[src/rtl/riscv_muldiv_issue_ctrl_pkg.sv]
// riscv_instruction_properties: opcode/register types and M-extension helpers for the MDU issue controller
package riscv_instruction_properties;
  typedef enum logic [4:0] {
    INVALID_INSTR, ADD, SUB, ADDI, LW, SW, BEQ,
    MUL, MULH, MULHSU, MULHU, DIV, DIVU, REM, REMU,
    MULW, DIVW, DIVUW, REMW, REMUW
  } riscv_instr_name_t;
  typedef enum logic [4:0] {
    ZERO, RA, SP, GP, TP, T0, T1, T2, S0, S1, A0, A1, A2, A3, A4, A5,
    A6, A7, S2, S3, S4, S5, S6, S7, S8, S9, S10, S11, T3, T4, T5, T6
  } riscv_reg_t;
  typedef enum logic [1:0] {MDU_IDLE, MDU_RUN, MDU_WB} mdu_state_t;
  function automatic logic is_muldiv(riscv_instr_name_t op, int xlen);
    return (op inside {MUL, MULH, MULHSU, MULHU, DIV, DIVU, REM, REMU}) ||
           (xlen == 64 && (op inside {MULW, DIVW, DIVUW, REMW, REMUW}));
  endfunction
  function automatic logic is_div(riscv_instr_name_t op);
    return op inside {DIV, DIVU, REM, REMU, DIVW, DIVUW, REMW, REMUW};
  endfunction
endpackage

[src/rtl/riscv_muldiv_issue_ctrl_scoreboard.sv]
// riscv_reg_scoreboard: pending-write mask, set beats clear, x0 never marked
module riscv_reg_scoreboard
  import riscv_instruction_properties::*;
(
  input  logic        clk,
  input  logic        rst_n,
  input  logic        i_clr_all,
  input  logic        i_set,
  input  riscv_reg_t  i_set_rd,
  input  logic        i_clr,
  input  riscv_reg_t  i_clr_rd,
  output logic [31:0] o_mask
);
  logic [31:0] r_mask, w_mask_nxt;
  // next mask: global clear, else clear the retired bit then set the issued one
  always_comb
    w_mask_nxt = i_clr_all ? 32'd0 :
                 ((r_mask & ~(i_clr ? 32'd1 << i_clr_rd : 32'd0)) |
                  (i_set ? 32'd1 << i_set_rd : 32'd0)) & ~32'd1;
  // mask register
  always_ff @(posedge clk or negedge rst_n)
    if (!rst_n) r_mask <= '0;
    else r_mask <= w_mask_nxt;
  assign o_mask = r_mask;
endmodule

[src/rtl/riscv_muldiv_issue_ctrl.sv]
// riscv_muldiv_issue_ctrl: single-op issue, latency timing and writeback handshake for the iterative MDU
module riscv_muldiv_issue_ctrl
  import riscv_instruction_properties::*;
#(
  parameter int XLEN        = 32,
  parameter int MUL_LATENCY = 4,
  parameter int DIV_LATENCY = 33
) (
  input  logic              clk,
  input  logic              rst_n,
  input  logic              i_flush,
  input  logic              i_in_valid,
  output logic              o_in_ready,
  input  riscv_instr_name_t i_in_instr,
  input  riscv_reg_t        i_in_rd,
  output logic              o_unit_start,
  output riscv_instr_name_t o_unit_op,
  output logic              o_unit_kill,
  output logic              o_illegal,
  output logic              o_wb_valid,
  input  logic              i_wb_ready,
  output riscv_reg_t        o_wb_rd,
  output logic [31:0]       o_busy_mask
);
  localparam int MAXL = (MUL_LATENCY > DIV_LATENCY) ? MUL_LATENCY : DIV_LATENCY;
  localparam int CW   = $clog2(MAXL + 1);
  mdu_state_t r_state, w_state_nxt;
  logic [CW-1:0] r_cnt, w_cnt_nxt;
  logic r_live, r_start, r_kill, r_illegal;
  riscv_instr_name_t r_op;
  riscv_reg_t r_rd;
  logic w_accept, w_legal, w_wb_fire;
  // handshakes and FSM next state; counter is loaded with latency-1 so WB lands LATENCY cycles after start
  always_comb begin
    o_in_ready  = r_live && !i_flush && (r_state == MDU_IDLE || (r_state == MDU_WB && i_wb_ready));
    o_wb_valid  = r_state == MDU_WB && !i_flush;
    w_accept    = i_in_valid && o_in_ready;
    w_legal     = is_muldiv(i_in_instr, XLEN);
    w_wb_fire   = o_wb_valid && i_wb_ready;
    w_state_nxt = r_state;
    w_cnt_nxt   = r_cnt;
    if (i_flush) w_state_nxt = MDU_IDLE;
    else if (w_accept && w_legal) begin
      w_state_nxt = MDU_RUN;
      w_cnt_nxt   = is_div(i_in_instr) ? CW'(DIV_LATENCY - 1) : CW'(MUL_LATENCY - 1);
    end else if (w_accept || w_wb_fire) w_state_nxt = MDU_IDLE;
    else if (r_state == MDU_RUN) begin
      w_state_nxt = (r_cnt == '0) ? MDU_WB : MDU_RUN;
      w_cnt_nxt   = (r_cnt == '0) ? r_cnt : r_cnt - 1'b1;
    end
  end
  // state, counter, one-cycle pulses and captured op/rd
  always_ff @(posedge clk or negedge rst_n)
    if (!rst_n) begin
      r_state   <= MDU_IDLE;
      r_cnt     <= '0;
      r_live    <= 1'b0;
      r_start   <= 1'b0;
      r_kill    <= 1'b0;
      r_illegal <= 1'b0;
      r_op      <= INVALID_INSTR;
      r_rd      <= ZERO;
    end else begin
      r_state   <= w_state_nxt;
      r_cnt     <= w_cnt_nxt;
      r_live    <= 1'b1;
      r_start   <= w_accept && w_legal;
      r_kill    <= i_flush && r_state != MDU_IDLE;
      r_illegal <= w_accept && !w_legal;
      if (w_accept && w_legal) begin
        r_op <= i_in_instr;
        r_rd <= i_in_rd;
      end
    end
  riscv_reg_scoreboard u_sb (
    .clk      (clk),
    .rst_n    (rst_n),
    .i_clr_all(i_flush),
    .i_set    (w_accept && w_legal),
    .i_set_rd (i_in_rd),
    .i_clr    (w_wb_fire),
    .i_clr_rd (r_rd),
    .o_mask   (o_busy_mask)
  );
  assign o_unit_start = r_start;
  assign o_unit_op    = r_op;
  assign o_unit_kill  = r_kill;
  assign o_illegal    = r_illegal;
  assign o_wb_rd      = r_rd;
endmodule

[config.mk]
export PLATFORM = sky130hd
export DESIGN_NAME = riscv_muldiv_issue_ctrl
export DESIGN_NICKNAME = d
export VERILOG_FILES = /design/src/rtl/riscv_muldiv_issue_ctrl_pkg.sv /design/src/rtl/riscv_muldiv_issue_ctrl_scoreboard.sv /design/src/rtl/riscv_muldiv_issue_ctrl.sv
export SDC_FILE = /design/constraint.sdc
export NUM_CORES = 1
export LEC_CHECK = 0
export ABC_AREA = 1
export CAP_MARGIN = 20
export CORE_ASPECT_RATIO = 0.7
export CORE_MARGIN = 2
export CORE_UTILIZATION = 50
export DETAILED_ROUTE_END_ITERATION = 10
export PLACE_DENSITY = 0.85
export SYNTH_ARGS = -nofsm -noshare
export SYNTH_HDL_FRONTEND = slang
export SYNTH_SLANG_ARGS = --single-unit
[constraint.sdc]
create_clock -name clk -period 1.95 [get_ports clk]
set_input_delay 0.195 -clock clk [delete_from_list [all_inputs] [get_ports clk]]
set_output_delay 0.195 -clock clk [all_outputs]
set_load 0.005 [all_outputs]
==> out/results.txt, run 1 <==
Worst Setup SP -> r_state[0]$_DFFE_PN0P_
clock buffer depth -> 2
Fin Setup TNS -> 0 ns
Pwr Density -> 882 nW/um^2
largest net degree at the start of global routing -> 48
vias in the first global route -> 2,438
Max Clock Freq -> 555 MHz
FILL cells -> 444
layout cells sized above 1 -> 6.55%
Cell Area, Synth -> 2740 um^2
unrepaired setup endpoints after global routing -> false
fin crit period -> 1.80 ns
relative slew slack -> 61.4%
Adder-Cell Fraction of Synth Area -> 0.914%
worst slew pin tran -> 0.579 ns
CP startpoint kind -> flop
LEAKAGE -> 1.54 nW
vias -> 2,652
GP Congestion -> 1.00
Post-synth top flop -> dfrtp_1
Worst R2R Start -> r_state[0]$_DFFE_PN0P_
CTS sink count -> 53
TritonCTS Buffers -> 5
global-route wire length before repair -> 12,100 um
Synth warnings -> 0
clock root buffer -> clkbuf_8
I/O pins -> 62
CTS resizes -> 0
routed wire length -> 7210 um
Core Region -> 5260 um^2
DRC Markers -> 0
top cell type's share of synthesized area -> 48.5%
Worst Skew -> 0.00591 ns
fin nets -> 413
vias per inst -> 5.65
flops & latches, synth -> 53
Initial Util -> 52.0%
Die X-Extent -> 92.4 um
Async SR Flop Fraction -> 100%
Max-cap violations -> 0
PortBufs -> 60
most area-hungry cell type in the Yosys netlist -> dfrtp_1
Placed Area -> 3410 um^2
CP Capture Type -> output pin
WL/cell -> 15.4 um
setup violators final -> 0
final instance area -> 3530 um^2
Net Count, Synth -> 357
crit path DAT -> 1.61 ns
gr usage total -> 25.5%
Mapped Cells -> 340
CP Cell Sequence -> nor2_4, nand3_1, inv_1, clkdlybuf4s50_1
CTS tree -> done
DRT antenna net count -> 0
kind of critical path -> reg2out
total gr overflow -> 0
hold slack -> 0.422 ns
number of flops mapped to enable cells by yosys -> 0
largest family of logic cells by synthesized area -> simple AND/OR/NAND/NOR gates
area grow syn2layout -> 29.2%
Pre-Repair DR Iteration Count -> 5
Avg Synthesized Cell Area -> 8.05 um^2
Synth Area in Compound Gates -> 13.9%
Synth area leaders -> dfrtp_1 (48%), nand3_1 (8.8%), nand2_1 (7.3%)
WP data required -> 1.75 ns
Post-Synth Simple-Gate Area -> 26.5%
r2r endpoint -> r_cnt[5]$_DFFE_PN0P_
sequential area share after synthesis -> 48.5%
status -> completed
Tcrit/Tclk final -> 92.5%
die area -> 6090 um^2
worst reg-to-reg path cell count -> 9
Slew Limit Fails -> 0
reg2reg setup slack -> 0.36 ns
Post-CTS Setup Bufs -> 0
Die Ht -> 65.9 um
Yosys cell types -> 26
FP Rows -> 22
fin util -> 67.2%
CP max FO -> 4
clock latency on the worst-skew pair -> 0.30 ns
Ant. Diodes -> 0
CTS H-tree lvls -> 2
Max IR drop VDD -> 0.000388 V
Synth Area in XOR/XNOR -> 1.28%
Min-Delay Path Class -> in2async
maximum single-stage delay on the critical path -> 0.49 ns
initial antenna violation count -> 0
Final Hold Fails -> 0
DR iter-0 viols -> 316
slowest CP cell -> clkdlybuf4s50_1
mux cell area share after synthesis -> 0%
clock slew at reported path FFs -> 0.09 ns
Final HPWL DP -> 5150 um
## critical path: cells and delay by family, from the launching register on
kind          cells  cell delay, ns
simple gates      2            0.29
buf+inv           2            0.56
flops             1            0.47
## stage by stage
stage | worst slack, ns | cells | total power [mW]
5_1_grt | 0.0425 | 469 | 3.31
3_5_place_dp | 0.0625 | 460 | 2.36
6_report | 0.147 | 469 | 3.12
3_3_place_gp | 0.146 | 460 | 2.33
2_1_floorplan | 0.566 | 340 | 1.94
4_1_cts | 0.139 | 469 | 3.12
## worst max-delay path by stage
stage | to | slack [ns]
global placement | r_state[0]$_DFFE_PN0P_ | 0.15
floorplan | u_sb.o_mask[24]$_DFF_PN0_ | 0.57
detailed placement | r_cnt[0]$_DFFE_PN0P_ | 0.06
global route | o_in_ready | 0.04
finish | o_in_ready | 0.15
CTS | o_wb_valid | 0.14
## synth_stat cells, types with 2 or more instances
cell type   n
buf_2       4
o21ai_0    32
nand2_1    53
clkbuf_1   14
nor4_1      6
a21oi_1    35
nand3_1    48
nor2_1     19
conb_1      2
nand4_1    18
inv_1      27
ha_1        2
xor2_1      3
buf_6       3
dfrtp_1    53
o21ai_1     9
buf_4       3
## layout make-up
| type | count | area [um^2] | share of cell area (%) |
|---|---|---|---|
| Sequential cell | 53 | 1330 | 37.5 |
| Multi-Input combinational cell | 234 | 1170 | 33.2 |
| Timing Repair Buffer | 73 | 721 | 20.4 |
| Inverter | 29 | 109 | 3.08 |
| Tap cell | 72 | 90.1 | 2.55 |
| Clock buffer | 7 | 86.3 | 2.44 |
| Clock inverter | 1 | 30.0 | 0.850 |
## what timing repair did
item / 4_1_cts / 5_1_grt
hold endpoints to repair: 24 / 0
hold buffers: 1 / 0
endpoints found under the setup margin: 0 / 0
## report_power, final
| part | switching, mW | total [mW] | internal (mW) |
|---|---|---|---|
| registers | 0.171 | 1.40 | 1.23 |
| logic | 0.559 | 0.963 | 0.404 |
| clock network | 0.335 | 0.754 | 0.419 |
## state kept, by name, indices dropped and copies added, names as in the netlist
| register | cells |
|---|---|
| o_unit_start | 1 |
| u_sb.o_mask | 31 |
| o_wb_rd | 5 |
| r_cnt | 6 |
| o_illegal | 1 |
| r_state | 2 |
| o_unit_op | 5 |
| o_unit_kill | 1 |
| r_live | 1 |
## layer usage
layer,GRT usage [%],up-vias,wire length [um]
li1,-,1274,-
met1,38.5,1191,3390
met2,37.0,159,2990
met3,4.90,28,643
met4,8.58,0,192
met5,0,-,0
## logic make-up (layout without fill, tap and decap cells)
| logic type | Yosys count | in the layout |
|---|---|---|
| other cells | 2 | 2 |
| flops | 53 | 53 |
| fa+ha+maj | 2 | 2 |
| simple gates | 150 | 150 |
| xor+xnor | 4 | 4 |
| compound gates | 76 | 76 |
| buf+inv | 53 | 110 |
## cells in the final DEF, fill, tap and decap left out, types with 2 or more instances in the layout
master           netlist  layout
o21ai_1                9       9
nand3_1               48      48
nand2_1               53      53
xor2_1                 3       3
a21oi_1               35      35
inv_1                 27      27
clkbuf_8               0       6
nand4_1               18      18
clkdlybuf4s50_1        0      59
conb_1                 2       2
dfrtp_1               53      53
ha_1                   2       2
nor2_1                19      19
buf_4                  3      10
nor4_1                 6       6
buf_12                 0       2
o21ai_0               32      32
Power figures use the tool's default switching activity.
==> inputs of run 2 (changes only) <==
- CORE_MARGIN: 2 -> unset
==> run 2 against run 1 <==
  * Cell count unchanged
  * Clock skew about the same
  * Worst setup slack worse by 0.0090 ns
==> out/results.txt, run 2 (synthesized netlist as in run 1, its figures left out) <==
Slew Limit Fails -> 0
P_sw -> 1.08 mW
hold slack -> 0.408 ns
reg2reg setup slack -> 0.31 ns
I/O pins -> 62
Pwr Total -> 3.03 mW
largest net degree at the start of global routing -> 48
Worst Skew -> 0.00553 ns
number of flip-flops in the largest register -> 31
Final HPWL DP -> 5100 um
Min-Delay Path Class -> in2async
FP Rows -> 22
Max IR drop VDD -> 0.000427 V
CP max FO -> 4
register share of total power -> 46.8%
Internal -> 1.95 mW
clock latency on the worst-skew pair -> 0.31 ns
status -> completed
setup violators final -> 0
CTS tree -> done
Clk pwr share -> 22.4%
clock slew at reported path FFs -> 0.09 ns
die area -> 5780 um^2
gr usage total -> 26.7%
global-route wire length before repair -> 12,000 um
Ant. Diodes -> 0
Pwr Density -> 861 nW/um^2
Worst R2R Start -> r_state[0]$_DFFE_PN0P_
worst reg-to-reg path cell count -> 8
DRT antenna net count -> 0
kind of critical path -> reg2out
Final WS setup -> 0.138 ns
Tcrit/Tclk final -> 92.9%
worst slew pin tran -> 0.587 ns
Die Ht -> 63.9 um
initial antenna violation count -> 0
Max Clock Freq -> 552 MHz
DR iter-0 viols -> 210
commonest non-fill, non-tap cells in the layout -> clkdlybuf4s50_1 (59), nand2_1 (53), dfrtp_1 (53), nand3_1 (48), a21oi_1 (35)
Core Region -> 5260 um^2
vias -> 2,669
Final Hold Fails -> 0
vias in the first global route -> 2,435
PortBufs -> 60
switch share -> 35.7%
fin crit period -> 1.81 ns
relative slew slack -> 60.8%
crit path DAT -> 1.62 ns
GP Congestion -> 0.967
Gate power share -> 30.8%
area grow syn2layout -> 28.6%
Setup crit end -> o_in_ready
routed wire length -> 7290 um
CTS sink count -> 53
vias per inst -> 5.69
Die X-Extent -> 90.4 um
r2r endpoint -> r_cnt[5]$_DFFE_PN0P_
WL/cell -> 15.6 um
clock root buffer -> clkbuf_8
CP startpoint kind -> flop
TritonCTS Buffers -> 5
total gr overflow -> 0
clock buffer depth -> 2
Initial Util -> 52.0%
Pre-Repair DR Iteration Count -> 5
LEAKAGE -> 1.53 nW
Worst Setup SP -> r_state[0]$_DFFE_PN0P_
DRC Markers -> 0
WP data required -> 1.75 ns
CTS H-tree lvls -> 2
Max-cap violations -> 0
unrepaired setup endpoints after global routing -> false
fin nets -> 413
layout cells sized above 1 -> 6.80%
commonest non-fill, non-tap cell in the layout -> clkdlybuf4s50_1
CP Capture Type -> output pin
DP Worst Slack -> -0.00166 ns
run 2: cell count changes in the layout (fill, tap and decap cells not counted), sizes merged:
cell | previous run | this run
bufinv | 1 | 0
clkinv | 1 | 2
run 2: layer usage:
| layer | global-route usage [%] | part of all wire [%] | vias to the layer above |
|---|---|---|---|
| met3 | 4.88 | 8.5 | 14 |
| li1 | - | - | 1267 |
| met2 | 39.3 | 43 | 146 |
| met1 | 39.1 | 46 | 1242 |
| met5 | 0 | 0 | - |
| met4 | 10.7 | 1.9 | 0 |
run 2: layout make-up:
cell class | count | area (um^2)
clock buffer | 7 | 96.3
clock inverter | 1 | 5.00
fill | 423 | 1740
inverter | 29 | 109
multi-input combinational | 234 | 1170
sequential | 53 | 1330
tap | 72 | 90.1
timing repair buffer | 73 | 721
run 2: power groups by stage:
stage	clock, mW	sequential [mW]	combinational [mW]
floorplan	0	1.34	0.605
global placement	0	1.43	0.878
detailed placement	0	1.43	0.911
CTS	0.689	1.41	0.918
global route	0.747	1.44	1.03
finish	0.678	1.42	0.932
run 2: worst max-delay path, stage by stage, from the launching register on:
cell and delay (ns):
dfrtp_1 0.46, nor2_4 0.16, nand3_1 0.12, inv_1 0.07
clkdlybuf4s50_1 0.50
run 2: worst min path at each step:
stage          slack, ns  start                  endpoint
2_1_floorplan      -0.10  rst_n       o_illegal$_DFF_PN0_
3_3_place_gp        0.22  rst_n  o_unit_op[2]$_DFFE_PN0P_
3_5_place_dp        0.23  rst_n  o_unit_op[2]$_DFFE_PN0P_
4_1_cts             0.43  rst_n  o_unit_op[2]$_DFFE_PN0P_
5_1_grt             0.45  rst_n  o_unit_op[2]$_DFFE_PN0P_
6_report            0.41  rst_n  o_unit_op[2]$_DFFE_PN0P_
run 2: repair_timing:
| item | 4_1_cts | 5_1_grt |
|---|---|---|
| hold endpoints to repair | 23 | 0 |
| setup buffers | 0 | 0 |
| hold buffers | 1 | 0 |
| gates resized for setup | 0 | 0 |
run 2: per-stage QoR:
| stage | utilization (%) | TNS, ns | std cells | area [um^2] |
|---|---|---|---|---|
| floorplan | - | 0 | 340 | 2740 |
| global placement | 64.8 | 0 | 460 | 3410 |
| detailed placement | 64.8 | -0.00166 | 460 | 3410 |
| CTS | 66.9 | 0 | 469 | 3520 |
| global route | 66.9 | 0 | 469 | 3520 |
| finish | 66.9 | 0 | 469 | 3520 |
==> inputs of run 3 (changes only) <==
- ABC_CLOCK_PERIOD_IN_PS: unset -> 1950
- CORE_UTILIZATION: 50 -> 52
- CTS_BUF_LIST: unset -> sky130_fd_sc_hd__clkbuf_2
- PLACE_DENSITY: 0.85 -> 0.87
==> run 3 against run 2 <==
  * Clock-buffer cell count shrank 2
  * Via count grew 2.8%
  * Die area shrank 3.7%
  * Critical path depth shrank 3
  * Non-clock buffer count grew 2
  * Register-to-register slack lost 0.10 ns
  * Clock skew grew 0.011 ns
  * Worst setup slack lost 0.067 ns
  * Cell count shrank 0.21%
  * Sequential power is essentially flat
  * First-iteration DRC count grew 7.1%
  * Routed wire length grew 0.48%
==> out/results.txt, run 3 (synthesized netlist as in run 1, its figures left out) <==
Pwr Density -> 799 nW/um^2
CTS sink count -> 53
initial antenna violation count -> 0
CTS H-tree lvls -> 2
slowest CP cell -> dfrtp_1
Max Clock Freq -> 532 MHz
fin crit period -> 1.88 ns
relative slew slack -> 62.6%
Core Region -> 4910 um^2
DRT antenna net count -> 0
worst reg-to-reg path cell count -> 7
largest net degree at the start of global routing -> 48
TritonCTS Buffers -> 5
Pre-Repair DR Iteration Count -> 5
clock slew at reported path FFs -> 0.25 ns
cell family with most CP delay -> flip-flops
Ant. Diodes -> 0
vias -> 2,745
unrepaired setup endpoints after global routing -> false
commonest non-fill, non-tap cells in the layout -> clkdlybuf4s50_1 (57), nand2_1 (52), dfrtp_1 (52), nand3_1 (48), a21oi_1 (35)
I/O pins -> 62
number of flip-flops in the largest register -> 31
vias per inst -> 5.87
GP Congestion -> 1.04
die area -> 5560 um^2
Min-Delay Path Class -> in2async
routed wire length -> 7330 um
global-route wire length before repair -> 11,800 um
Worst R2R Start -> r_state[1]$_DFFE_PN0P_
CTS tree -> done
Die Ht -> 62.7 um
fin nets -> 415
Max IR drop VDD -> 0.000437 V
Worst Skew -> 0.0169 ns
maximum single-stage delay on the critical path -> 0.64 ns
CP max FO -> 10
Final Hold Fails -> 0
commonest non-fill, non-tap cell in the layout -> clkdlybuf4s50_1
WP data required -> 1.75 ns
CP startpoint kind -> flop
Die X-Extent -> 88.7 um
crit path DAT -> 1.68 ns
kind of critical path -> reg2out
WL/cell -> 15.7 um
total gr overflow -> 0
Fin Setup TNS -> 0 ns
Tcrit/Tclk final -> 96.4%
DRC Markers -> 0
Worst Setup SP -> o_wb_rd[3]$_DFFE_PN0P_
LEAKAGE -> 1.55 nW
Slew Limit Fails -> 0
worst slew pin tran -> 0.561 ns
clock root buffer -> clkbuf_2
gr usage total -> 27.9%
clock buffer depth -> 2
area grow syn2layout -> 27.3%
Buf/Inv on CP -> 1
CP Capture Type -> output pin
setup violators final -> 0
vias in the first global route -> 2,486
FP Rows -> 21
PortBufs -> 60
DR iter-0 viols -> 225
status -> completed
Initial Util -> 55.7%
Worst path depth -> 1
CP Cell Sequence -> clkdlybuf4s50_1
Final HPWL DP -> 5230 um
Max-cap violations -> 0
hold slack -> 0.254 ns
clock latency on the worst-skew pair -> 0.44 ns
layout cells sized above 1 -> 7.27%
reg2reg setup slack -> 0.21 ns
-- run 3: layout make-up --
class / count / area (um^2)
Multi-Input combinational cell: 234 / 1180
Timing Repair Buffer: 75 / 741
Clock buffer: 5 / 25.0
Inverter: 29 / 109
Fill cell: 391 / 1430
Clock inverter: 3 / 12.5
Sequential cell: 53 / 1330
Tap cell: 69 / 86.3
-- run 3: repair_timing --
action	CTS	global route
cloned	0	0
endpoints found under the hold margin	22	0
endpoints found under the setup margin	1	2
buffers inserted	2	0
hold buffers	1	0
gates resized for setup	1	4
pin swaps	1	1
-- run 3: final timing paths --
| path | endpoint |
|---|---|
| max | o_wb_rd[3] |
| min | u_sb.o_mask[7]$_DFF_PN0_ |
| max reg2reg | r_cnt[5]$_DFFE_PN0P_ |
| min reg2reg | o_unit_op[1]$_DFFE_PN0P_ |
| max in group asynchronous | u_sb.o_mask[4]$_DFF_PN0_ |
| min in group clk | o_unit_op[1]$_DFFE_PN0P_ |
-- run 3: metal layers --
| layer | global-route usage, % | vias up | wire, um |
|---|---|---|---|
| li1 | - | 1273 | - |
| met1 | 41.7 | 1298 | 3360 |
| met2 | 41.6 | 161 | 3250 |
| met3 | 4.36 | 13 | 619 |
| met4 | 8.27 | 0 | 102 |
| met5 | 0 | - | 0 |
-- run 3: per-stage QoR --
stage                     cell area, um^2  utilization [%]  cells  setup WS, ns  power [mW]
after CTS                            3470             70.6    468        0.0145        2.76
after detailed placement             3400             69.3    457        0.0323        2.35
after global placement               3400             69.3    457         0.151        2.30
final                                3480             70.9    468        0.0704        2.78
after global routing                 3480             70.9    468        0.0210        2.96
after floorplan                      2740                -    340         0.566        1.94
-- run 3: where the power goes --
part	internal [mW]	switching [mW]	leakage (nW)
sequential	1.23	0.190	0.713
combinational	0.400	0.553	0.807
clock	0.0786	0.330	0.0278
